$ cat config.mk
export PLATFORM = sky130hd
export DESIGN_NAME = conv3x3_pad_stream
export DESIGN_NICKNAME = d
export VERILOG_FILES = /design/src/rtl/conv3x3_pad_stream.sv
export SDC_FILE = /design/constraint.sdc
export NUM_CORES = 1
export LEC_CHECK = 0
export CAP_MARGIN = 20
export CORE_ASPECT_RATIO = 1.2
export CORE_UTILIZATION = 40
export DETAILED_ROUTE_END_ITERATION = 8
export PLACE_DENSITY = 0.56
export SLEW_MARGIN = 5
export SYNTH_ARGS = -nofsm -noshare
export SYNTH_HDL_FRONTEND = slang
export SYNTH_SLANG_ARGS = --single-unit
$ cat constraint.sdc
create_clock -name clk_i -period 24.8 [get_ports clk_i]
set_input_delay 4.96 -clock clk_i [delete_from_list [all_inputs] [get_ports clk_i]]
set_output_delay 4.96 -clock clk_i [all_outputs]
set_load 0.05 [all_outputs]
$ cat src/rtl/conv3x3_pad_stream.sv
// Streaming 3x3 convolution with an internal one-pixel zero border and a run-time loadable signed kernel.
// Optional feature: define CONV_SAT_EN to clamp outputs to [0, 2^OUT_W-1] instead of truncating.
module conv3x3_pad_stream #(
  parameter int IMG_W  = 9,
  parameter int IMG_H  = 9,
  parameter int DATA_W = 8,
  parameter int COEF_W = 8,
  parameter int OUT_W  = 8,
  parameter int SHIFT  = 0
) (
  input  logic                     clk_i,
  input  logic                     rst_ni,
  input  logic                     coef_we_i,
  input  logic [3:0]               coef_addr_i,
  input  logic signed [COEF_W-1:0] coef_data_i,
  input  logic                     start_i,
  input  logic                     s_valid_i,
  output logic                     s_ready_o,
  input  logic [DATA_W-1:0]        s_data_i,
  output logic                     m_valid_o,
  input  logic                     m_ready_i,
  output logic [OUT_W-1:0]         m_data_o,
  output logic                     m_last_o,
  output logic                     busy_o,
  output logic                     done_o
);

  localparam int ACC_W = DATA_W + COEF_W + 4;
  localparam int PW    = IMG_W + 2;
  localparam int PH    = IMG_H + 2;
  localparam int CW    = $clog2(PW);
  localparam int RW    = $clog2(PH);
  localparam logic signed [ACC_W-1:0] OUT_MAX = ACC_W'((64'd1 << OUT_W) - 64'd1);

  typedef enum logic [1:0] {IDLE = 2'd0, RUN = 2'd1, DONE = 2'd2} state_e;

  state_e                   state_q, state_d;
  logic [RW-1:0]            pr_q, pr_d;
  logic [CW-1:0]            pc_q, pc_d;
  logic                     scan_end_q, scan_end_d;
  logic                     m_valid_q, m_valid_d;
  logic                     m_last_q, m_last_d;
  logic [OUT_W-1:0]         m_data_q, m_data_d;
  logic signed [COEF_W-1:0] coef_q [9];
  logic [DATA_W-1:0]        lb0_q [PW];
  logic [DATA_W-1:0]        lb1_q [PW];
  logic [DATA_W-1:0]        w1_q [3];
  logic [DATA_W-1:0]        w2_q [3];

  logic                     interior_s, slot_free_s, adv_s, fire_s, last_pos_s;
  logic [DATA_W-1:0]        px_s;
  logic [DATA_W-1:0]        col_s [3];
  logic [DATA_W-1:0]        win_s [9];
  logic signed [ACC_W-1:0]  acc_s, sh_s;
  logic [OUT_W-1:0]         y_s;

  // Scan position classification and handshake qualification.
  always_comb begin
    interior_s  = (pr_q >= RW'(1)) && (pr_q <= RW'(IMG_H)) &&
                  (pc_q >= CW'(1)) && (pc_q <= CW'(IMG_W));
    slot_free_s = !m_valid_q || m_ready_i;
    last_pos_s  = (pr_q == RW'(PH - 1)) && (pc_q == CW'(PW - 1));
    adv_s       = (state_q == RUN) && !scan_end_q && slot_free_s && (!interior_s || s_valid_i);
    fire_s      = adv_s && (pr_q >= RW'(2)) && (pc_q >= CW'(2));
    s_ready_o   = (state_q == RUN) && !scan_end_q && interior_s && slot_free_s;
  end

  // Window seen by the MAC: two stored columns plus the column entering this cycle.
  always_comb begin
    px_s     = interior_s ? s_data_i : {DATA_W{1'b0}};
    col_s[0] = lb1_q[pc_q];
    col_s[1] = lb0_q[pc_q];
    col_s[2] = px_s;
    for (int i = 0; i < 3; i++) begin
      win_s[3*i]   = w1_q[i];
      win_s[3*i+1] = w2_q[i];
      win_s[3*i+2] = col_s[i];
    end
  end

  // Signed multiply-accumulate, shift and output conversion.
  always_comb begin
    acc_s = {ACC_W{1'b0}};
    for (int k = 0; k < 9; k++) begin
      acc_s = acc_s + ($signed({{(ACC_W-DATA_W){1'b0}}, win_s[k]}) *
                       $signed({{(ACC_W-COEF_W){coef_q[k][COEF_W-1]}}, coef_q[k]}));
    end
    sh_s = acc_s >>> SHIFT;
`ifdef CONV_SAT_EN
    if (sh_s[ACC_W-1]) begin
      y_s = {OUT_W{1'b0}};
    end else if (sh_s > OUT_MAX) begin
      y_s = {OUT_W{1'b1}};
    end else begin
      y_s = sh_s[OUT_W-1:0];
    end
`else
    y_s = sh_s[OUT_W-1:0];
`endif
  end

  // Next-state logic for the frame FSM, scan counters and output slot.
  always_comb begin
    state_d    = state_q;
    pr_d       = pr_q;
    pc_d       = pc_q;
    scan_end_d = scan_end_q;
    m_valid_d  = m_valid_q;
    m_last_d   = m_last_q;
    m_data_d   = m_data_q;
    case (state_q)
      IDLE: begin
        if (start_i) begin
          state_d    = RUN;
          pr_d       = {RW{1'b0}};
          pc_d       = {CW{1'b0}};
          scan_end_d = 1'b0;
        end else begin
          state_d = IDLE;
        end
      end
      RUN: begin
        if (adv_s && last_pos_s) begin
          scan_end_d = 1'b1;
        end else if (adv_s && (pc_q == CW'(PW - 1))) begin
          pc_d = {CW{1'b0}};
          pr_d = pr_q + RW'(1);
        end else if (adv_s) begin
          pc_d = pc_q + CW'(1);
        end else begin
          pc_d = pc_q;
        end
        if (m_valid_q && m_ready_i && m_last_q) begin
          state_d = DONE;
        end else begin
          state_d = RUN;
        end
      end
      DONE:    state_d = IDLE;
      default: state_d = IDLE;
    endcase
    if (fire_s) begin
      m_valid_d = 1'b1;
      m_data_d  = y_s;
      m_last_d  = last_pos_s;
    end else if (m_ready_i) begin
      m_valid_d = 1'b0;
      m_last_d  = 1'b0;
    end else begin
      m_valid_d = m_valid_q;
    end
  end

  // Control and output registers.
  always_ff @(posedge clk_i or negedge rst_ni) begin
    if (!rst_ni) begin
      state_q    <= IDLE;
      pr_q       <= {RW{1'b0}};
      pc_q       <= {CW{1'b0}};
      scan_end_q <= 1'b0;
      m_valid_q  <= 1'b0;
      m_last_q   <= 1'b0;
      m_data_q   <= {OUT_W{1'b0}};
    end else begin
      state_q    <= state_d;
      pr_q       <= pr_d;
      pc_q       <= pc_d;
      scan_end_q <= scan_end_d;
      m_valid_q  <= m_valid_d;
      m_last_q   <= m_last_d;
      m_data_q   <= m_data_d;
    end
  end

  // Kernel registers; reset value is the identity kernel.
  always_ff @(posedge clk_i or negedge rst_ni) begin
    if (!rst_ni) begin
      for (int k = 0; k < 9; k++) begin
        coef_q[k] <= (k == 4) ? COEF_W'(1) : {COEF_W{1'b0}};
      end
    end else if ((state_q == IDLE) && coef_we_i) begin
      for (int k = 0; k < 9; k++) begin
        if (coef_addr_i == 4'(k)) begin
          coef_q[k] <= coef_data_i;
        end
      end
    end
  end

  // Line buffers and window columns; padded row 0 flushes stale data before it is read.
  always_ff @(posedge clk_i) begin
    if (adv_s) begin
      lb1_q[pc_q] <= lb0_q[pc_q];
      lb0_q[pc_q] <= px_s;
      for (int i = 0; i < 3; i++) begin
        w1_q[i] <= w2_q[i];
        w2_q[i] <= col_s[i];
      end
    end
  end

  assign m_valid_o = m_valid_q;
  assign m_data_o  = m_data_q;
  assign m_last_o  = m_last_q;
  assign busy_o    = (state_q == RUN);
  assign done_o    = (state_q == DONE);

endmodule

==> results of run 1 <==
-- per-stage QoR --
step / util / instances
6_report: 0.456 / 2497
3_3_place_gp: 0.431 / 2424
5_1_grt: 0.456 / 2496
2_1_floorplan: - / 1691
3_5_place_dp: 0.432 / 2426
4_1_cts: 0.456 / 2495
-- per-layer routing --
layer	vias to the layer above	routed length, microns	track usage
li1	5775	-	-
met1	6533	23000	0.262
met2	236	29200	0.377
met3	102	2410	0.0353
met4	4	2490	0.0966
met5	-	27	0
-- layout by cell type (no fill, tap or decap), drive strengths merged, types with 9 or more instances in the layout --
master,netlist,layout
inv,240,242
edfxtp,224,224
nand2,182,182
fa,170,170
ha,162,162
and2,144,144
xnor2,116,116
dfrtp,92,92
mux2,90,90
clkbuf,13,46
clkdlybuf4s50,0,37
and3,32,32
mux4,30,30
xor2,23,23
buf,16,23
mux2i,22,22
o21ai,18,18
nor2,17,17
nor2b,16,16
clkinv,0,15
a21oi,12,12
and2b,10,10
xnor3,9,9
-- path summary, 6_finish.rpt --
kind | from | to | slack, ns | depth (start not counted)
min | w2_q[0][15]$_DFFE_PP_ | w1_q[0][15]$_DFFE_PP_ | 0.45 | 0
max in group asynchronous | rst_ni | coef_q[31]$_DFFE_PN0P_ | 19.20 | 2
max | s_data_i[1] | m_data_o[7]$_DFFE_PN0P_ | 11.28 | 30
min reg2reg | w2_q[0][15]$_DFFE_PP_ | w1_q[0][15]$_DFFE_PP_ | 0.45 | 0
min in group asynchronous | rst_ni | m_data_o[3]$_DFFE_PN0P_ | 4.36 | 1
max reg2reg | pc_q[0]$_DFFE_PN0P_ | m_data_o[7]$_DFFE_PN0P_ | 13.47 | 34
-- kinds of logic after synthesis --
logic type	after synthesis	synth area share
AO/OA/AOI/OAI	57	0.0170
multiplexers	142	0.0925
buffers and inverters	269	0.0501
XOR/XNOR	148	0.0663
adder cells (fa/ha/maj)	332	0.252
flip-flops	317	0.420
AND/OR/NAND/NOR	426	0.101
-- sequential cells by signal, summed over array words and instances (netlist names) --
name        cells
scan_end_q      1
pr_q            4
lb1_q          88
state_q         2
w1_q           24
m_last_o        1
m_data_o        8
pc_q            4
coef_q         72
m_valid_o       1
lb0_q          88
w2_q           24
-- power groups by stage --
stage	clock [uW]	sequential [uW]	combinational (uW)
finish	577	852	529
global route	610	861	568
CTS	594	852	534
detailed placement	0	862	534
global placement	0	859	523
floorplan	0	824	324
-- layout make-up --
| type | instances | area [sq um] |
|---|---|---|
| timing repair buffer | 60 | 578 |
| multi-input combinational | 1105 | 11400 |
| sequential | 317 | 9060 |
| fill | 4827 | 28700 |
| inverter | 240 | 901 |
| antenna | 1 | 2.50 |
| clock inverter | 23 | 282 |
| clock buffer | 46 | 991 |
| tap | 705 | 882 |
==> impl_results.md, run 1 <==
- Outcome: finished clean
- Clock share of power: 0.294
- Via count: 12700
- Leak Pwr: 0.0104 uW
- Post-synth top cells: 240 x inv_1, 224 x edfxtp_1, 180 x nand2_1
- Max frequency: ~74 MHz
- CTS Sinks: 317
- Worst path slowest cell: clkdlybuf4s50_1
- Number of enable flip-flop cells after synthesis: 224
- VDD IR max: 53.8 uV
- Final min period: about 14 ns
- Drc violations: 0
- Most frequent CP cell: fa_1
- Least-Margin Pin Slew: 1.12 ns
- Top cells by area, synth: edfxtp_1 31%, fa_1 16%, dfrtp_1 11%, ha_1 9.4%, xnor2_1 4.7%
- Overall Power: between 1500 and 2000 uW
- Logic pwr share: 0.270
- DP Area: 0.0228 sq mm
- Max-cap check violation count: 0
- Post-cts sizing count: 0
- Layout cells sized above 1: 0.106
- Sw Pwr: 680 uW
- Avg WL per Cell: 22.9 microns
- Root buffer cell: clkbuf_16
- Die area: 0.0548 sq mm
- Reg power frac: 0.435
- Skew final: ~0.028 ns
- Area growth from synthesis to layout: 12.0%
- Core ar.: between 0.05 and 0.06 sq mm
- Global placement routability congestion: about 0.9
- Most common cell in the netlist: inv_1
- Crit Path Max Fanout: 13
- Worst setup margin: 11.28 ns
- Syn_area_per_cell: around 13 sq um
- Starting density of the core: 0.408
- Power Density: a little over 80 mW/mm^2
- # port buffers: 38
- Main synth FF type: edfxtp_1
- GRT overflow: 0
- Cts hold-fix bufs: 0
- H-tree lvl count: 2
- Hold WC Path Type: reg -> reg
- Post-Syn Area: about 0.022 sq mm
- First-pass GRT wire length: 85.1 mm
- Max stage delay on crit path: 0.59 ns
- Clock slew at the register clock pins of the worst setup and hold paths: about 0.060 ns
- CP arrival: 13.96 ns
- Sw frac: 0.347
- CP endpoint kind: flop
- Worst hold margin: 0.454 ns
- Final period utilization: 0.545
- Post-CTS Setup Inserts: 0
- Nets: 2120
- Hpwl dp: roughly 42 mm
- Hold Violations, Final: 0
- Yosys reg bits: 317
- Top cell type's share of synthesized area: 0.312
- Antenna-violating nets left: 0
- Slew HR: 0.257
- IO Pins: 39
- Largest net degree at the start of global routing: 64
- Total GRT Usage: 0.217
- CTS tree: built
- DP Worst Slack: 10.66 ns
- Setup TNS Final: 0 ns
- TritonCTS Buffers: 38
- Worst EP required: 25.24 ns
- Sequential-to-total area share from yosys stat: 0.420
- Syn_nets: 2049
- DRT Pass-1 Iters: 5
- CP Launch Type: input port
- Initial antenna violation count: 2
- Final setup viols: 0
- Area leader, netlist: edfxtp_1
- CP delay by family, top: adder cells
- P_int: 1280 uW
- Cell Rows: 92
- Post-synthesis async set-or-reset flop share: 0.293
- Vert. Die Dim: 256 microns
- Starting DRT DRC Count: just over 700
- Syn Inst Count: 1691
- Worst-case clock buffer depth: 3
- Pins Over Slew Limit: 0
- Synth cell types: 55
- Die W: 214 microns
- Vias per cell: around 5
- RSZ-0062 raised after global routing: false
- Buf/Inv on CP: 8
- Design area: approximately 0.024 sq mm
- Vias in the first global route: between 10000 and 15000
- Synth warn: 0
- Insertion delay to the later sink of the worst-skew pair: about 0.58 ns
- Critical path type: in -> reg
- Final WL: around 57 mm
Note: power is estimated with default switching activity, not from simulation.
==> inputs of run 2 (changes only) <==
Settings changed: PLACE_DENSITY 0.56 to 0.58.
Clock period 24.8 ns to 11.75 ns, I/O delays scaled along.
==> impl_results.md, run 2 (same netlist as run 1, synthesis figures left out) <==
- Drc violations: 0 (unchanged)
- Final setup viols: 0 (unchanged)
- Starting DRT DRC Count: 780 (+7.4%)
- Die area: 0.0548 sq mm (unchanged)
- Most frequent CP cell: fa_1
- Area growth from synthesis to layout: 11.8%
- Max frequency: 94.1 MHz
- Cell Rows: 92 (unchanged)
- Most common cell after layout, fill and taps aside: inv_1
- Layout cells sized above 1: 0.108 (+0.00267)
- TritonCTS Buffers: 37 (-2.6%)
- Buf/Inv on CP: 9 (+1)
- Worst path slowest cell: clkdlybuf4s50_1
- CTS Sinks: 317 (unchanged)
- Critical path type: in -> reg
- Most frequent cells in the layout: 240 x inv_1, 224 x edfxtp_1, 180 x nand2_1, 170 x fa_1, 162 x ha_1
- CP Launch Type: input port
- Final period utilization: 0.905
- Post-cts sizing count: 0 (unchanged)
- Cts hold-fix bufs: 0 (unchanged)
- Least-Margin Pin Slew: 1.09 ns (-0.0276 ns)
- Initial antenna violation count: 3 (+1)
- Avg WL per Cell: 22.4 microns (-2.3%)
- Vert. Die Dim: 256 microns (unchanged)
- Global placement routability congestion: 0.910 (+1.4%)
- Die W: 214 microns (unchanged)
- Outcome: finished clean
- Crit Path Max Fanout: 14 (+1)
- Worst setup margin: 1.12 ns (-10.17 ns)
- Power Density: 169 mW/mm^2 (+110%)
- GRT overflow: 0 (unchanged)
- Hold WC Path Type: reg -> reg
- CTS tree: built
- Starting density of the core: 0.408 (unchanged)
- Vias in the first global route: 13300 (-0.83%)
- Slew HR: 0.267 (+0.0107)
- Leak Pwr: 0.0104 uW (-0.21%)
- Final cell utilization of the core: 0.456 (-0.000710)
- Vias per cell: 5.01 (-1.1%)
- Setup TNS Final: 0 ns (unchanged)
- Hold Violations, Final: 0 (unchanged)
- Post-CTS Setup Inserts: 0 (unchanged)
- Hpwl dp: 42.0 mm (-1.2%)
- Skew final: 0.0207 ns (-0.00765 ns)
- DP Worst Slack: 0.521 ns (-10.14 ns)
- Max stage delay on crit path: 0.60 ns (about the same)
- Root buffer cell: clkbuf_16
- Nets: 2126 (+0.28%)
- Pins Over Slew Limit: 0 (unchanged)
- Core ar.: 0.0528 sq mm (unchanged)
- RSZ-0062 raised after global routing: false
- Insertion delay to the later sink of the worst-skew pair: 0.55 ns (-0.03 ns)
- CP endpoint kind: flop
- Worst EP required: 12.16 ns (-13.08 ns)
- IO Pins: 39 (unchanged)
- CP arrival: 11.05 ns (-2.91 ns)
- Clock slew at the register clock pins of the worst setup and hold paths: 0.06 ns (about the same)
- CP delay by family, top: adder cells
- Antenna-violating nets left: 0 (unchanged)
- Total GRT Usage: 0.212 (-0.00491)
- First-pass GRT wire length: 83.7 mm (-1.6%)
- Top Registers: lb0_q: 88 flops, lb1_q: 88 flops, coef_q: 72 flops
- Final WL: 55.9 mm (-2.2%)
- Largest net degree at the start of global routing: 64 (unchanged)
- H-tree lvl count: 2 (unchanged)
- # port buffers: 38 (unchanged)
- VDD IR max: 127 uV (+140%)
- Via count: 12500 (-1.0%)
- Max-cap check violation count: 0 (unchanged)
- DRT Pass-1 Iters: 5 (unchanged)
- Worst-case clock buffer depth: 3 (unchanged)
- Final min period: 10.63 ns
-- run 2: power breakdown --
group | total (uW) | internal, uW | leakage, uW | switching (uW)
clock network | 1140 | 677 | 0.000572 | 467
logic | 1120 | 351 | 0.00647 | 769
registers | 1800 | 1620 | 0.00336 | 173
-- run 2: area by class of cell --
type / count / area (sq um)
Fill cell: 4807 / 28800
Inverter: 240 / 901
Tap cell: 705 / 882
Timing Repair Buffer: 67 / 623
Clock buffer: 48 / 1020
Sequential cell: 317 / 9060
Antenna cell: 1 / 2.50
Clock inverter: 16 / 173
Multi-Input combinational cell: 1105 / 11400
-- run 2: path summary, 6_finish.rpt --
check	startpoint	to	slack [ns]	depth (start not counted)
worst max-delay path	s_data_i[0]	m_data_o[7]$_DFFE_PN0P_	1.12	31
worst min-delay path	scan_end_q$_DFFE_PN0P_	scan_end_q$_DFFE_PN0P_	0.47	1
worst max register to register	pc_q[0]$_DFFE_PN0P_	m_data_o[7]$_DFFE_PN0P_	1.20	35
worst min register to register	scan_end_q$_DFFE_PN0P_	scan_end_q$_DFFE_PN0P_	0.47	1
min in group asynchronous	rst_ni	coef_q[64]$_DFFE_PN0P_	1.83	1
max in group asynchronous	rst_ni	pc_q[0]$_DFFE_PN0P_	8.71	2
-- run 2: stage by stage --
| stage | total power, uW | cells | instance area [sq um] | hold slack [ns] |
|---|---|---|---|---|
| finish | 4060 | 2499 | 24100 | 0.472 |
| global route | 4230 | 2498 | 24100 | 0.469 |
| CTS | 4100 | 2497 | 24000 | 0.465 |
| detailed placement | 2950 | 2433 | 22900 | 0.449 |
| global placement | 2910 | 2432 | 22800 | 0.445 |
| floorplan | 2420 | 1691 | 21500 | 0.427 |
-- run 2: metal layers --
| layer | vias to the layer above | wire [microns] | GRT usage |
|---|---|---|---|
| met5 | - | 28 | 0 |
| met4 | 4 | 1910 | 0.0732 |
| met3 | 88 | 2440 | 0.0398 |
| met2 | 230 | 28500 | 0.369 |
| met1 | 6427 | 23000 | 0.262 |
| li1 | 5774 | - | - |
